==> config.mk <==
export PLATFORM = sky130hd
export DESIGN_NAME = acq_search_sched
export DESIGN_NICKNAME = d
export VERILOG_FILES = /design/src/rtl/acq_search_sched.sv
export SDC_FILE = /design/constraint.sdc
export NUM_CORES = 1
export LEC_CHECK = 0
export BUFFER_PORTS_ARGS = -buffer_cell sky130_fd_sc_hd__buf_2
export CAP_MARGIN = 0
export CORE_MARGIN = 5
export CORE_UTILIZATION = 45
export DETAILED_ROUTE_END_ITERATION = 10
export SETUP_SLACK_MARGIN = 0.02
export SLEW_MARGIN = 30
export SYNTH_ARGS = -nofsm -noshare
export SYNTH_HDL_FRONTEND = slang
export SYNTH_SLANG_ARGS = --single-unit
==> constraint.sdc <==
create_clock -name core_clk -period 14.5 [get_ports core_clk]
set_input_delay 2.9 -clock core_clk [delete_from_list [all_inputs] [get_ports core_clk]]
set_output_delay 2.9 -clock core_clk [all_outputs]
set_load 0.1 [all_outputs]
==> src/rtl/acq_search_sched.sv <==
// Acquisition search job sequencer.
// Queues firmware search jobs and, for each one, arms a capture on the next
// epoch, steps the correlator through every Doppler bin keeping the strongest
// peak, then presents one result on a valid/ready port.
//
// state        | meaning
// -------------+----------------------------------------------
// S_IDLE       | waiting for a queued job
// S_WAIT_EP    | job loaded, waiting for epoch to arm capture
// S_CAPTURE    | capture armed, waiting for cap_done
// S_SRCH_GO    | one-cycle correlator launch for current bin
// S_SRCH_WAIT  | waiting for srch_done on current bin
// S_NEXT       | fold bin into best result, advance Doppler
// S_REPORT     | result presented until res_ready
module acq_search_sched #(
   parameter int PRN_W  = 6,
   parameter int FREQ_W = 16,
   parameter int NBIN_W = 8,
   parameter int PEAK_W = 32,
   parameter int IDX_W  = 18,
   parameter int QDEPTH = 8,
   parameter int TMO_W  = 24
) (
   input  logic              core_clk,
   input  logic              rst,
   input  logic              job_wr,
   input  logic [PRN_W-1:0]  job_prn,
   input  logic [FREQ_W-1:0] job_freq,
   input  logic [FREQ_W-1:0] job_step,
   input  logic [NBIN_W-1:0] job_nbins,
   output logic              job_full,
   output logic              job_ovf,
   input  logic              abort,
   input  logic              epoch,
   output logic              cap_start,
   input  logic              cap_done,
   output logic              srch_start,
   output logic [PRN_W-1:0]  srch_prn,
   output logic [FREQ_W-1:0] srch_freq,
   input  logic              srch_done,
   input  logic [PEAK_W-1:0] srch_peak,
   input  logic [IDX_W-1:0]  srch_idx,
   output logic              res_valid,
   input  logic              res_ready,
   output logic [PRN_W-1:0]  res_prn,
   output logic [FREQ_W-1:0] res_freq,
   output logic [PEAK_W-1:0] res_peak,
   output logic [IDX_W-1:0]  res_idx,
   output logic              res_tmo,
   output logic              busy
);
   localparam int AW = $clog2(QDEPTH);
   localparam int JW = PRN_W + 2 * FREQ_W + NBIN_W;
   localparam logic [AW:0]       DEPTH    = (AW + 1)'(QDEPTH);
   localparam logic [AW:0]       CNT_ONE  = (AW + 1)'(1);
   localparam logic [NBIN_W-1:0] BIN_ONE  = NBIN_W'(1);
   localparam logic [TMO_W-1:0]  TMO_ONE  = TMO_W'(1);

   typedef enum logic [2:0] {
      S_IDLE, S_WAIT_EP, S_CAPTURE, S_SRCH_GO, S_SRCH_WAIT, S_NEXT, S_REPORT
   } state_t;

   state_t state_q, state_d;

   logic [JW-1:0]     fifo_q [QDEPTH];
   logic [AW-1:0]     wr_ptr_q, rd_ptr_q;
   logic [AW:0]       cnt_q, cnt_d;
   logic              full_q, ovf_q;
   logic              push, pop;

   logic [PRN_W-1:0]  pop_prn;
   logic [FREQ_W-1:0] pop_freq, pop_step;
   logic [NBIN_W-1:0] pop_nbins;

   logic [PRN_W-1:0]  prn_q;
   logic [FREQ_W-1:0] step_q, cur_freq_q, cur_freq_n;
   logic [NBIN_W-1:0] rem_q;
   logic [PEAK_W-1:0] best_peak_q, best_peak_n, bin_peak_q;
   logic [IDX_W-1:0]  best_idx_q, best_idx_n, bin_idx_q;
   logic [FREQ_W-1:0] best_freq_q, best_freq_n;
   logic [TMO_W-1:0]  tmo_q;
   logic              tmo_hit, tmo_evt, more, better, go_entry, rep_entry;
   logic [PRN_W-1:0]  srch_prn_q, res_prn_q;
   logic [FREQ_W-1:0] srch_freq_q, res_freq_q;
   logic [PEAK_W-1:0] res_peak_q;
   logic [IDX_W-1:0]  res_idx_q;
   logic              res_tmo_q;

   // A push while full is dropped even if a pop happens in the same cycle.
   assign push = job_wr && !abort && !full_q;
   assign pop  = (state_q == S_IDLE) && (cnt_q != '0) && !abort;
   assign {pop_prn, pop_freq, pop_step, pop_nbins} = fifo_q[rd_ptr_q];

   assign tmo_hit = &tmo_q;
   assign more    = (rem_q != BIN_ONE);
   assign better  = (bin_peak_q > best_peak_q);

   assign cur_freq_n  = (state_q == S_NEXT && more) ? cur_freq_q + step_q : cur_freq_q;
   assign best_peak_n = (state_q == S_NEXT && better) ? bin_peak_q : best_peak_q;
   assign best_idx_n  = (state_q == S_NEXT && better) ? bin_idx_q  : best_idx_q;
   assign best_freq_n = (state_q == S_NEXT && better) ? cur_freq_q : best_freq_q;

   assign go_entry  = (state_d == S_SRCH_GO) && (state_q != S_SRCH_GO);
   assign rep_entry = (state_d == S_REPORT) && (state_q != S_REPORT);

   // Occupancy count of the job FIFO.
   always_comb begin
      cnt_d = cnt_q;
      case ({push, pop})
         2'b10:   cnt_d = cnt_q + CNT_ONE;
         2'b01:   cnt_d = cnt_q - CNT_ONE;
         default: cnt_d = cnt_q;
      endcase
      if (abort) cnt_d = '0;
   end

   // Job storage; contents need no reset since pointers define validity.
   always_ff @(posedge core_clk) begin
      if (push) fifo_q[wr_ptr_q] <= {job_prn, job_freq, job_step, job_nbins};
   end

   // FIFO pointers, registered full flag and sticky overflow.
   always_ff @(posedge core_clk or posedge rst) begin
      if (rst) begin
         wr_ptr_q <= '0;
         rd_ptr_q <= '0;
         cnt_q    <= '0;
         full_q   <= 1'b0;
         ovf_q    <= 1'b0;
      end else if (abort) begin
         wr_ptr_q <= '0;
         rd_ptr_q <= '0;
         cnt_q    <= '0;
         full_q   <= 1'b0;
         ovf_q    <= 1'b0;
      end else begin
         if (push) wr_ptr_q <= wr_ptr_q + 1'b1;
         if (pop)  rd_ptr_q <= rd_ptr_q + 1'b1;
         cnt_q  <= cnt_d;
         full_q <= (cnt_d == DEPTH);
         if (job_wr && full_q) ovf_q <= 1'b1;
      end
   end

   // Next-state and strobe decode; abort overrides everything.
   always_comb begin
      state_d    = state_q;
      cap_start  = 1'b0;
      srch_start = 1'b0;
      tmo_evt    = 1'b0;
      case (state_q)
         S_IDLE:      if (pop) state_d = S_WAIT_EP;
         S_WAIT_EP: begin
            if (epoch) begin
               cap_start = 1'b1;
               state_d   = S_CAPTURE;
            end else if (tmo_hit) begin
               tmo_evt = 1'b1;
               state_d = S_REPORT;
            end
         end
         S_CAPTURE: begin
            if (cap_done) state_d = S_SRCH_GO;
            else if (tmo_hit) begin
               tmo_evt = 1'b1;
               state_d = S_REPORT;
            end
         end
         S_SRCH_GO: begin
            srch_start = 1'b1;
            state_d    = S_SRCH_WAIT;
         end
         S_SRCH_WAIT: begin
            if (srch_done) state_d = S_NEXT;
            else if (tmo_hit) begin
               tmo_evt = 1'b1;
               state_d = S_REPORT;
            end
         end
         S_NEXT:      state_d = more ? S_SRCH_GO : S_REPORT;
         S_REPORT:    if (res_ready) state_d = S_IDLE;
         default:     state_d = S_IDLE;
      endcase
      if (abort) begin
         state_d    = S_IDLE;
         cap_start  = 1'b0;
         srch_start = 1'b0;
         tmo_evt    = 1'b0;
      end
   end

   // State register and watchdog; the watchdog restarts on every state change.
   always_ff @(posedge core_clk or posedge rst) begin
      if (rst) begin
         state_q <= S_IDLE;
         tmo_q   <= '0;
      end else begin
         state_q <= state_d;
         if (state_d != state_q) tmo_q <= '0;
         else if (state_q == S_WAIT_EP || state_q == S_CAPTURE || state_q == S_SRCH_WAIT)
            tmo_q <= tmo_q + TMO_ONE;
      end
   end

   // Job context, best-bin tracking, correlator command and result registers.
   always_ff @(posedge core_clk or posedge rst) begin
      if (rst) begin
         prn_q       <= '0;
         step_q      <= '0;
         cur_freq_q  <= '0;
         rem_q       <= '0;
         best_peak_q <= '0;
         best_idx_q  <= '0;
         best_freq_q <= '0;
         bin_peak_q  <= '0;
         bin_idx_q   <= '0;
         srch_prn_q  <= '0;
         srch_freq_q <= '0;
         res_prn_q   <= '0;
         res_freq_q  <= '0;
         res_peak_q  <= '0;
         res_idx_q   <= '0;
         res_tmo_q   <= 1'b0;
      end else begin
         if (pop) begin
            prn_q       <= pop_prn;
            step_q      <= pop_step;
            cur_freq_q  <= pop_freq;
            rem_q       <= (pop_nbins == '0) ? BIN_ONE : pop_nbins;
            best_peak_q <= '0;
            best_idx_q  <= '0;
            best_freq_q <= pop_freq;
         end else begin
            cur_freq_q  <= cur_freq_n;
            best_peak_q <= best_peak_n;
            best_idx_q  <= best_idx_n;
            best_freq_q <= best_freq_n;
            if (state_q == S_NEXT) rem_q <= rem_q - BIN_ONE;
         end
         if (state_q == S_SRCH_WAIT && srch_done) begin
            bin_peak_q <= srch_peak;
            bin_idx_q  <= srch_idx;
         end
         if (go_entry) begin
            srch_prn_q  <= prn_q;
            srch_freq_q <= cur_freq_n;
         end
         if (rep_entry) begin
            res_prn_q  <= prn_q;
            res_freq_q <= best_freq_n;
            res_peak_q <= best_peak_n;
            res_idx_q  <= best_idx_n;
            res_tmo_q  <= tmo_evt;
         end
      end
   end

   assign job_full  = full_q;
   assign job_ovf   = ovf_q;
   assign srch_prn  = srch_prn_q;
   assign srch_freq = srch_freq_q;
   assign res_valid = (state_q == S_REPORT);
   assign res_prn   = res_prn_q;
   assign res_freq  = res_freq_q;
   assign res_peak  = res_peak_q;
   assign res_idx   = res_idx_q;
   assign res_tmo   = res_tmo_q;
   assign busy      = (state_q != S_IDLE);

endmodule
Yosys cells after proc, flatten, opt, wreduce, memory -nomap -nowiden. Memories as Yosys holds them, arrays and structs flattened. Cells that the tools add are included. W data, S select, Z words.

Register bits: 296. Memory bits (writable): 368. Input bits: 104. Memories: 1.

Add/subtract/negate cells: 7. Order comparisons: 1. Equality and inequality tests: 15. Muxes and demuxes: 45. Reduce and logical (&&, ||, !) cells: 24.

Memories: fifo_q (depth 8, bits a word 46, read ports 1, clocked after Yosys merged registers in 0, wr ports 1, line 65) `logic [JW-1:0] fifo_q [QDEPTH];`.

Operator list (count): $mux W16 (4); $mux W32 (2); $mux W24 (2); $mux W18 (2); $mux W3 (12); $gt A32 B32 Y1 (1); $add A24 B1 Y24 const B (1); $mux W8 (3); $reduce_and A24 Y1 (1); $pmux W3 S7 (1); $add A16 B16 Y16 (1); $mux W1 (15); $eq A3 B3 Y1 const B (4); $logic_and A1 B1 Y1 (10); $reduce_bool A2 Y1 (5); $eq A3 B2 Y1 const B (3); $logic_not A8 Y1 (1); $mux W4 (2); $ne A8 B1 Y1 const B (1); $pmux W4 S2 (1); $sub A8 B1 Y8 const B (1); $add A3 B1 Y3 const B (2); $add A4 B1 Y4 const B (1); $eq A4 B4 Y1 const B (1); 13 further kinds (15).

Longest topological paths before layout. Gate-level depths: netlist of run 1.

Word-level depth: 8. Mapped depth: 14. Mapped depth without buffers: 12.

Worst setup path after synthesis of run 1. OpenSTA, ideal clock, no wires.

Path type: input -> register. Start: in job_wr. End: mem fifo_q[0][0] in the netlist's numbering, enable pin. Arrival time: 6.662 ns. Data required time: 13.994 ns. Slack: 7.331 ns. Cell stages on the path: 4. Path through: nor2b_1 > nor2b_1 > nand2b_1 > nor3_1.

Longest elaborated chain between the ends: 4.

Ends and longest elaborated chain: start, declared (line 26) `input logic job_wr,`; $logic_and A1 B1 Y1 (2 in series) (line 90) `assign push = job_wr && !abort && !full_q;`; $mux W1 (line 119) `if (push) fifo_q[wr_ptr_q] <= {job_prn, job_freq, job_step, job_nbins};`; $mux W1 (implied by the code) (line 119); end, declared (line 65).

No other way between the ends.

Worst setup path in the final report of run 1.
Start: in abort. End: out srch_start.

Longest elaborated chain between the ends: 1.

Ends and longest elaborated chain: start, declared (line 33) `input logic abort,`; $mux W1 (line 184) `if (abort) begin`; end, declared (line 37) `output logic srch_start,`.

No other way between the ends.

==> summary.md, run 1 <==
| Metric | Value |
|---|---|
| R2R setup slack | `around 10000 ps` |
| Post-Route Utilization | `a little over half` |
| Status | `completed` |
| Avg Inst Size Synth | `~15 um2` |
| Seq cells post-synth | `about 660` |
| Chip Height | `between 200 and 300 um` |
| Via count | `around 15000` |
| MaxCap Viol Count | `0` |
| Clock sink count | `about 660` |
| Hold crit path type | `reg -> reg` |
| Clock Latency Late Sink | `roughly 590 ps` |
| HP Start | `res_peak[15]` |
| CP endpoint kind | `output pin` |
| Cell area power density | `approximately 160 nW/um2` |
| Final Cycle Share | `a little under half` |
| Max Clock Freq | `about 150 MHz` |
| DRT antenna net count | `0` |
| Die area | `approximately 66000 um2` |
| Most frequent cells in the layout | `edfxtp_1 (368), dfrtp_1 (293), buf_2 (204)` |
| Synth Warn # | `0` |
| Area delta synth->final | `15.3%` |
| Worst VDD drop | `between 0.1 and 0.15 mV` |
| Final Hold Fails | `0` |
| Clock Path Buffers | `3` |
| Worst Setup Start Kind | `input port` |
| Initial antenna violation count | `14` |
| RSZ-0062 raised after global routing | `false` |
| RR Startpoint | `best_peak_q[31]` |
| Top FF cell, synth | `edfxtp_1` |
| Ports | `slightly above 200` |
| Nets | `about 2200` |
| Mapped Nets | `1937` |
| Cell Area, Synth | `27300 um2` |
| Starting Density | `45.3%` |
| CP arrival | `~3900 ps` |
| Clock Skew | `a little over 20 ps` |
| Reg-to-Reg End | `best_freq_q[8]` |
| CTS clk-pin slew, worst paths | `roughly 50 ps` |
| GRT Total Usage | `approximately 18%` |
| Hold path cells | `2` |
| H-Tree Depth | `3` |
| Share of cells above drive strength 1 | `a little over a quarter` |
| Drt pass-1 iters | `5` |
| CTS Hold Bufs | `0` |
| Final setup TNS | `0 ps` |
| TritonCTS clock tree | `done` |
| Asr flop ratio synth | `between 40 and 50%` |
| Global route overflow | `0` |
| WL final | `approximately 59 mm` |
| Vias per inst | `around 5.4` |
| Total power | `a little over 5 mW` |
| Slew HR | `around two fifths` |
| Synth Instances | `about 1800` |
| DRC | `0` |
| Commonest non-fill, non-tap cell in the layout | `edfxtp_1` |
| Number of flops mapped to enable cells by yosys | `between 300 and 400` |
| Endpoint, Worst Hold | `res_peak[15]` |
| Critical Path Start | `abort` |
| Rows | `90` |
| CORE AREA | `between 60000 and 70000 um2` |
| Final min period | `about 6800 ps` |
| Detailed Route Iter0 Violations | `about 890` |
| Worst-Margin Slew | `a little over 900 ps` |
| Largest fanout on the critical path | `17` |
| Pin count of the biggest net entering global routing | `~130` |
| First-pass GRT wire length | `approximately 93 mm` |
| Pins over their slew limit | `0` |
| Post-cts resize count | `0` |
| CTS Root Cell | `clkbuf_16` |
| Die width | `roughly 260 um` |
| Worst EP required | `roughly 12000 ps` |
| Vias in the first global route | `about 16000` |
| WS Path Type | `in -> out` |
| Placed wire-length estimate | `~36 mm` |
| Post-CTS Setup Bufs | `0` |
| Drt wl/cell | `approximately 21 um` |
| Final setup vio count | `0` |
| Reg2Reg Depth | `11` |
| Synth unique cells | `a little over 70` |
| Seq/Total Area, Yosys | `between 60% and 70%` |
| Total CTS buffers | `71` |
| RePlAce Congestion | `~0.83` |
| Static Leakage | `between 10 and 15 nW` |
| Port-buffer cells | `approximately 200` |
sequential cells by signal, summed over array words and instances (netlist names), 18 cells and up:
signal	flops
best_idx_q	18
best_peak_q	32
tmo_q	24
bin_idx_q	18
res_peak	32
res_idx	18
bin_peak_q	32
fifo_q	368
worst max-delay path: stages:
cell and delay [ps]:
buf_2 210, nor2_1 200, and3_1 190, buf_2 430
metrics by stage:
stage | cell area, um2 | worst slack [ps] | hold WS [ps] | std cells
2_1_floorplan | 27300 | 3420 | 456 | 1776
5_1_grt | 31500 | 7580 | 494 | 2823
4_1_cts | 31400 | 7660 | 479 | 2823
3_5_place_dp | 29100 | 7660 | 466 | 2698
3_3_place_gp | 29100 | 7670 | 458 | 2698
6_report | 31500 | 7660 | 475 | 2827
worst max path at each step:
| stage | end | slack [ps] | cells past startpoint |
|---|---|---|---|
| 3_3_place_gp | srch_start | 7670 | 4 |
| 5_1_grt | srch_start | 7580 | 4 |
| 2_1_floorplan | best_freq_q[0] | 3420 | 1 |
| 6_report | srch_start | 7660 | 4 |
| 4_1_cts | srch_start | 7660 | 4 |
| 3_5_place_dp | srch_start | 7660 | 4 |
layout make-up:
type / instances / area (um2)
Clock buffer: 96 / 2020
Timing Repair Buffer: 226 / 1200
Tap cell: 782 / 978
Clock inverter: 29 / 282
Fill cell: 4988 / 28800
Antenna cell: 4 / 10.0
Inverter: 46 / 185
Sequential cell: 664 / 18500
Multi-Input combinational cell: 980 / 8320
cell usage after synthesis (5+ instances only):
master / number / area (um2)
inv_1: 44 / 165
a21o_1: 15 / 113
a211oi_1: 20 / 150
mux2i_1: 101 / 1010
and3_1: 6 / 37.5
nor2_1: 112 / 420
xnor2_1: 24 / 210
o21ai_0: 85 / 425
ha_1: 55 / 688
a31oi_1: 6 / 37.5
xor2_1: 23 / 201
edfxtp_1: 368 / 11100
clkbuf_1: 50 / 188
buf_1: 6 / 22.5
buf_2: 19 / 95.1
mux2_2: 61 / 687
nand4_1: 10 / 62.6
dfrtp_1: 296 / 7410
nand2_1: 132 / 495
nor2b_1: 20 / 125
nor2_2: 10 / 62.6
o21a_1: 7 / 52.6
or3_1: 6 / 37.5
and4_1: 5 / 43.8
mux4_2: 92 / 2070
o21ai_1: 41 / 205
a21oi_1: 54 / 270
nor3_1: 12 / 60.1
mux2_4: 6 / 90.1
nand2b_1: 8 / 50.1
nand3_1: 14 / 70.1
buf_6: 7 / 78.8
kinds of logic after synthesis:
kind of cell	count (synthesis)	synth area share (%)
simple gates	359	6.22
compound gates	256	5.59
xor+xnor	48	1.57
fa+ha+maj	57	2.67
buf+inv	132	2.15
mux	260	14.1
flops	664	67.6
routing by layer:
layer / global-route usage (%) / vias up / routed length, um
li1: - / 7066 / -
met4: 4.59 / 18 / 1030
met3: 4.55 / 77 / 3480
met5: 0 / - / 118
met1: 24.9 / 7654 / 26500
met2: 29.1 / 329 / 27700
power breakdown:
part	leakage, nW	total, mW	switching (mW)	internal (mW)
Clock	1.15	1.78	0.715	1.07
Combinational	4.61	1.09	0.646	0.441
Sequential	7.29	2.24	0.102	2.14
(Power assumes the default switching activity.)
==> run 2, diff against run 1 <==
--- a/config.mk
+++ b/config.mk
@@ -5,6 +5,7 @@
 export SDC_FILE = /design/constraint.sdc
 export NUM_CORES = 1
 export LEC_CHECK = 0
+export ABC_AREA = 1
 export BUFFER_PORTS_ARGS = -buffer_cell sky130_fd_sc_hd__buf_2
 export CAP_MARGIN = 0
 export CORE_MARGIN = 5
==> constraint.sdc (replaced) <==
create_clock -name core_clk -period 7.1 [get_ports core_clk]
set_input_delay 1.42 -clock core_clk [delete_from_list [all_inputs] [get_ports core_clk]]
set_output_delay 1.42 -clock core_clk [all_outputs]
set_load 0.1 [all_outputs]
==> run 2 against run 1 <==
Effect of this change: final cell count grew 36%; setup slack got worse by 4200 ps; first-iteration DRC count rose by 100%; sequential share of layout area is 2.7 points lower; area after synthesis up 4.7%; critical path type unchanged.
==> summary.md, run 2 <==
| Metric | Value |
|---|---|
| Drt wl/cell | `19.1 um` |
| GRT Total Usage | `between 20% and 30%` |
| Simple-Gate Fraction of Synth Area | `between 10% and 20%` |
| Seq cells post-synth | `664` |
| Final setup vio count | `0` |
| WS Path Type | `in -> out` |
| RePlAce Congestion | `around 0.8` |
| Synth unique cells | `46` |
| Ports | `between 200 and 250` |
| Post-Route Utilization | `a little over half` |
| Count leader, synth | `nand2_1` |
| Clock Path Buffers | `3` |
| Critical Path Start | `abort` |
| Avg Inst Size Synth | `10.3 um2` |
| Final min period | `approximately 3600 ps` |
| Clock sink count | `between 600 and 700` |
| RSZ-0062 raised after global routing | `false` |
| Initial antenna violation count | `12` |
| Placed wire-length estimate | `approximately 45 mm` |
| Ranking of synthesized cells by area | `edfxtp_1 (39%), dfrtp_1 (26%), nand2_1 (7.0%)` |
| CP arrival | `between 2000 and 2500 ps` |
| Port-buffer cells | `204` |
| Area leader, netlist | `edfxtp_1` |
| WL final | `about 74 mm` |
| Worst EP required | `around 5700 ps` |
| Synth Warn # | `0` |
| CTS Hold Bufs | `0` |
| Seq/Total Area, Yosys | `roughly 65%` |
| Dpl ws | `2800 ps` |
| Pin count of the biggest net entering global routing | `153` |
| TritonCTS clock tree | `done` |
| Post-CTS Setup Bufs | `0` |
| Asr flop ratio synth | `between 40% and 50%` |
| Synth cell count leaders | `nand2_1 (531), nor2_1 (383), edfxtp_1 (368), dfrtp_1 (296), o21ai_0 (249)` |
| Final Cycle Share | `roughly half` |
| Biggest register | `fifo_q` |
| Mapped Nets | `2928` |
| Total power | `approximately 12 mW` |
| Cell area power density | `roughly 380 nW/um2` |
| Hold crit path type | `reg -> reg` |
| Post-cts resize count | `0` |
| DRC | `0` |
| Synth Area in Adders | `under 10%` |
| Nets | `just over 3000` |
| Static Leakage | `~14 nW` |
| Rows | `a little over 90` |
| HP Start | `res_peak[19]` |
| Vias in the first global route | `around 20000` |
| Commonest non-fill, non-tap cell in the layout | `nand2_1` |
| Pins over their slew limit | `0` |
| Fin Hold WS | `~480 ps` |
| Global route overflow | `0` |
| Chip Height | `between 200 and 300 um` |
| Clock Latency Late Sink | `around 620 ps` |
| Synth top area share | `approximately 39%` |
| Die width | `~260 um` |
| Final setup TNS | `0 ps` |
| Clock Skew | `around 22 ps` |
| Worst Setup Start Kind | `input port` |
| CORE AREA | `63000 um2` |
| Largest fanout on the critical path | `6` |
| Max reg flops | `between 300 and 400` |
| Post-synthesis mux area share | `less than 1%` |
| RR Startpoint | `state_q[2]` |
| Share of cells above drive strength 1 | `a little over an eighth` |
| Dpl cells | `3699` |
| Placed Area | `30300 um2` |
| H-Tree Depth | `3` |
| Worst-Margin Slew | `between 900 and 1000 ps` |
| Total CTS buffers | `73` |
| Area delta synth->final | `15.4%` |
| Slew HR | `39.7%` |
| Top FF cell, synth | `edfxtp_1` |
| CTS Root Cell | `clkbuf_16` |
| Synth Instances | `around 2800` |
| Final Instance Area | `approximately 33000 um2` |
| Drt pass-1 iters | `5` |
| CTS clk-pin slew, worst paths | `60 ps` |
| Vias per inst | `approximately 5.3` |
| Worst VDD drop | `between 0.2 and 0.3 mV` |
| Layout Cells excl Fill | `approximately 3800` |
| Main combinational cell family by area after synthesis | `simple AND/OR/NAND/NOR gates` |
| Detailed Route Iter0 Violations | `1796` |
| Final worst slack | `between 3000 and 4000 ps` |
| Status | `completed` |
| Max Clock Freq | `around 280 MHz` |
| Number of flops mapped to enable cells by yosys | `between 300 and 400` |
| Via count | `20400` |
| Compound-cell area share of the yosys netlist | `about a tenth` |
| Final Hold Fails | `0` |
| Most frequent cells in the layout | `nand2_1 (529), nor2_1 (375), edfxtp_1 (368)` |
| MaxCap Viol Count | `0` |
| Starting Density | `~45%` |
| CP endpoint kind | `output pin` |
| Post-synthesis xor/xnor area fraction | `0.981%` |
| Cell Area, Synth | `approximately 29000 um2` |
| Die area | `just under 70000 um2` |
| First-pass GRT wire length | `between 100 and 150 mm` |
| DRT antenna net count | `0` |
## run 2: changes by cell type after synthesis, sizes merged, moves of 48 or more
cell	delta
nand2	+403
nor2	+269
mux4	-92
o221ai	+51
o21ai	+137
clkbuf	+48
inv	+163
nand3	+201
mux2i	-100
mux2	-67
## run 2: final cells by class
cell class | count | area, um2
multi-input combinational | 1749 | 8750
inverter | 210 | 802
fill | 5604 | 30000
clock buffer | 97 | 2080
clock inverter | 37 | 532
sequential | 664 | 18500
timing repair buffer | 231 | 1270
antenna | 7 | 17.5
tap | 846 | 1060
## run 2: critical path, cell delays in order
cell and delay [ps]:
buf_2 150, nor3_1 180, buf_2 450
## run 2: final timing paths
kind	to	slack, ps	cells past startpoint
worst max-delay path	cap_start	3480	3
worst min-delay path	res_peak[19]	480	2
worst max register to register	res_peak[22]	3500	12
worst min register to register	res_peak[19]	480	2
max in group asynchronous	res_freq[15]	4810	3
min in group asynchronous	tmo_q[14]	970	2
## run 2: logic make-up after synthesis
family          count (synthesis)
compound gates                481
xor+xnor                       32
fa+ha+maj                      57
buf+inv                       354
flops                         664
mux                             1
simple gates                 1178
## run 2: where the power goes
group	internal [mW]	switching [mW]
logic	0.935	2.65
registers	4.50	0.293
clock network	2.51	1.55
total	7.94	4.49
## run 2: metal layers
layer / global-route usage, % / share of wire [%]
met1: 29.1 / 43
met2: 34.1 / 47
met3: 4.75 / 6.9
met4: 6.36 / 2.5
met5: 0 / 0.042
==> run 3, diff against run 2 <==
==> constraint.sdc (replaced) <==
create_clock -name core_clk -period 3.4 [get_ports core_clk]
set_input_delay 0.68 -clock core_clk [delete_from_list [all_inputs] [get_ports core_clk]]
set_output_delay 0.68 -clock core_clk [all_outputs]
set_load 0.1 [all_outputs]
==> run 3 against run 2 <==
Effect of this change: design area barely moved; core utilization barely moved; hold slack got worse by 340 ps; combinational power rose by 110%; setup slack got worse by 2800 ps; final cell count rose by 0.16%; sequential cell count did not move; sequential share of layout area barely moved; critical endpoint is now srch_freq[4].
==> summary.md, run 3 (same netlist as run 2, synthesis figures left out) <==
| Metric | Value |
|---|---|
| Clock sink count | `664` |
| Clock Path Buffers | `3` |
| Fin Hold WS | `around 140 ps` |
| Status | `completed` |
| Slew HR | `between 30% and 40%` |
| Global route overflow | `0` |
| DRT antenna net count | `0` |
| GRT Total Usage | `a little over a fifth` |
| CORE AREA | `between 60000 and 70000 um2` |
| Worst Setup Start Kind | `flop` |
| CTS Root Cell | `clkbuf_16` |
| Clock Latency Late Sink | `roughly 600 ps` |
| Drt pass-1 iters | `5` |
| CP arrival | `between 3000 and 4000 ps` |
| Final Hold Fails | `0` |
| Final setup TNS | `0 ps` |
| Biggest register | `fifo_q` |
| Via count | `approximately 20000` |
| Total CTS buffers | `71` |
| Met3 WL | `approximately 4.6 mm` |
| WL final | `73.3 mm` |
| Worst EP required | `around 3900 ps` |
| Starting Density | `between 40% and 50%` |
| Vias in the first global route | `roughly 20000` |
| Dpl ws | `around 610 ps` |
| TritonCTS clock tree | `done` |
| Placed wire-length estimate | `45.1 mm` |
| Post-CTS Setup Bufs | `0` |
| Worst-Margin Slew | `about 940 ps` |
| Die width | `about 260 um` |
| Filler cell count | `approximately 5600` |
| RSZ-0062 raised after global routing | `false` |
| Max reg flops | `around 370` |
| Chip Height | `262 um` |
| Final Cycle Share | `approximately 81%` |
| WL met1 | `between 30 and 40 mm` |
| CTS clk-pin slew, worst paths | `about 60 ps` |
| Final worst slack | `roughly 640 ps` |
| Hold crit path type | `in -> async` |
| Nets | `around 3100` |
| Area delta synth->final | `15.5%` |
| Die area | `68600 um2` |
| Static Leakage | `around 14 nW` |
| CTS Hold Bufs | `0` |
| Placed Area | `about 31000 um2` |
| Clock Skew | `26.7 ps` |
| Pin count of the biggest net entering global routing | `roughly 190` |
| H-Tree Depth | `3` |
| CP endpoint kind | `flop` |
| Most frequent cells in the layout | `nand2_1 (528), nor2_1 (375), edfxtp_1 (368)` |
| Post-Route Utilization | `between 50% and 60%` |
| Final Instance Area | `approximately 33000 um2` |
| Detailed Route Iter0 Violations | `1528` |
| Max Clock Freq | `362 MHz` |
| DRC | `0` |
| Worst VDD drop | `0.419 mV` |
| MaxCap Viol Count | `0` |
| Rows | `92` |
| Initial antenna violation count | `13` |
| Pins over their slew limit | `0` |
| Post-cts resize count | `0` |
| Layout Cells excl Fill | `3847` |
| RePlAce Congestion | `0.856` |
| Port-buffer cells | `204` |
| Dpl cells | `between 3000 and 4000` |
| Final setup vio count | `0` |
| Met2 wire length | `34.4 mm` |
| Ports | `about 210` |
| Drt wl/cell | `19.1 um` |
| Largest fanout on the critical path | `113` |
| Highest Signal Layer | `met5` |
| Share of cells above drive strength 1 | `13.5%` |
| Vias per inst | `around 5.3` |
| Cell area power density | `around 760 nW/um2` |
| Total power | `between 20 and 30 mW` |
| First-pass GRT wire length | `between 100 and 150 mm` |
| WS Path Type | `reg -> reg` |
| Commonest non-fill, non-tap cell in the layout | `nand2_1` |
| Final min period | `about 2800 ps` |
## run 3: cell types whose count changed in the layout (fill, tap and decap cells not counted), moves of 2 or more
cell	delta
buf_12	+21
bufinv_16	-8
clkbuf_1	+6
clkbuf_8	-5
clkinvlp_4	-3
diode_2	-2
inv_6	-3
## run 3: per-layer routing
metal  GRT usage, %  vias to the layer above
li1               -                     9807
met1           28.7                     9917
met2           35.0                      491
met3           4.59                      140
met4           6.19                       12
met5              0                        -
## run 3: report_power, final
part           total [mW]  leakage, nW  switching (mW)  internal, mW
sequential           9.94         7.09           0.546          9.39
clock                7.50         1.11            3.06          4.43
combinational        7.66         6.16            5.59          2.07
## run 3: path summary, 6_finish.rpt
path | from | end | slack [ps] | depth (start not counted)
hold reg to reg | res_idx[13] | res_idx[13] | 470 | 2
hold / removal | rst | bin_peak_q[30] | 140 | 2
setup reg to reg | state_q[0] | srch_freq[4] | 640 | 12
min in group core_clk | srch_idx[8] | bin_idx_q[8] | 330 | 3
setup / recovery | state_q[0] | srch_freq[4] | 640 | 12
max in group asynchronous | rst | prn_q[2] | 2360 | 3
## run 3: cell type report
| class | instances | area (um2) | area share (%) |
|---|---|---|---|
| diodes | 5 | 12.5 | 0.0379 |
| clock buffers | 97 | 2010 | 6.08 |
| clock inverters | 26 | 249 | 0.754 |
| inverters | 210 | 797 | 2.41 |
| multi-input cells | 1749 | 8760 | 26.5 |
| flip-flops and latches | 664 | 18500 | 55.9 |
| well taps | 846 | 1060 | 3.21 |
| repair buffers | 250 | 1650 | 5.01 |
## run 3: worst max-delay path, cell delays in order (launching register included)
cell	delay (ps)
dfrtp_1	460
nor2_2	240
nand2_2	80
o21bai_1	210
nor2_4	150
buf_12	500
nor2_1	120
nand2_1	120
nand2_2	90
nor2_4	230
inv_4	220
nand2_1	130
o21ai_2	60
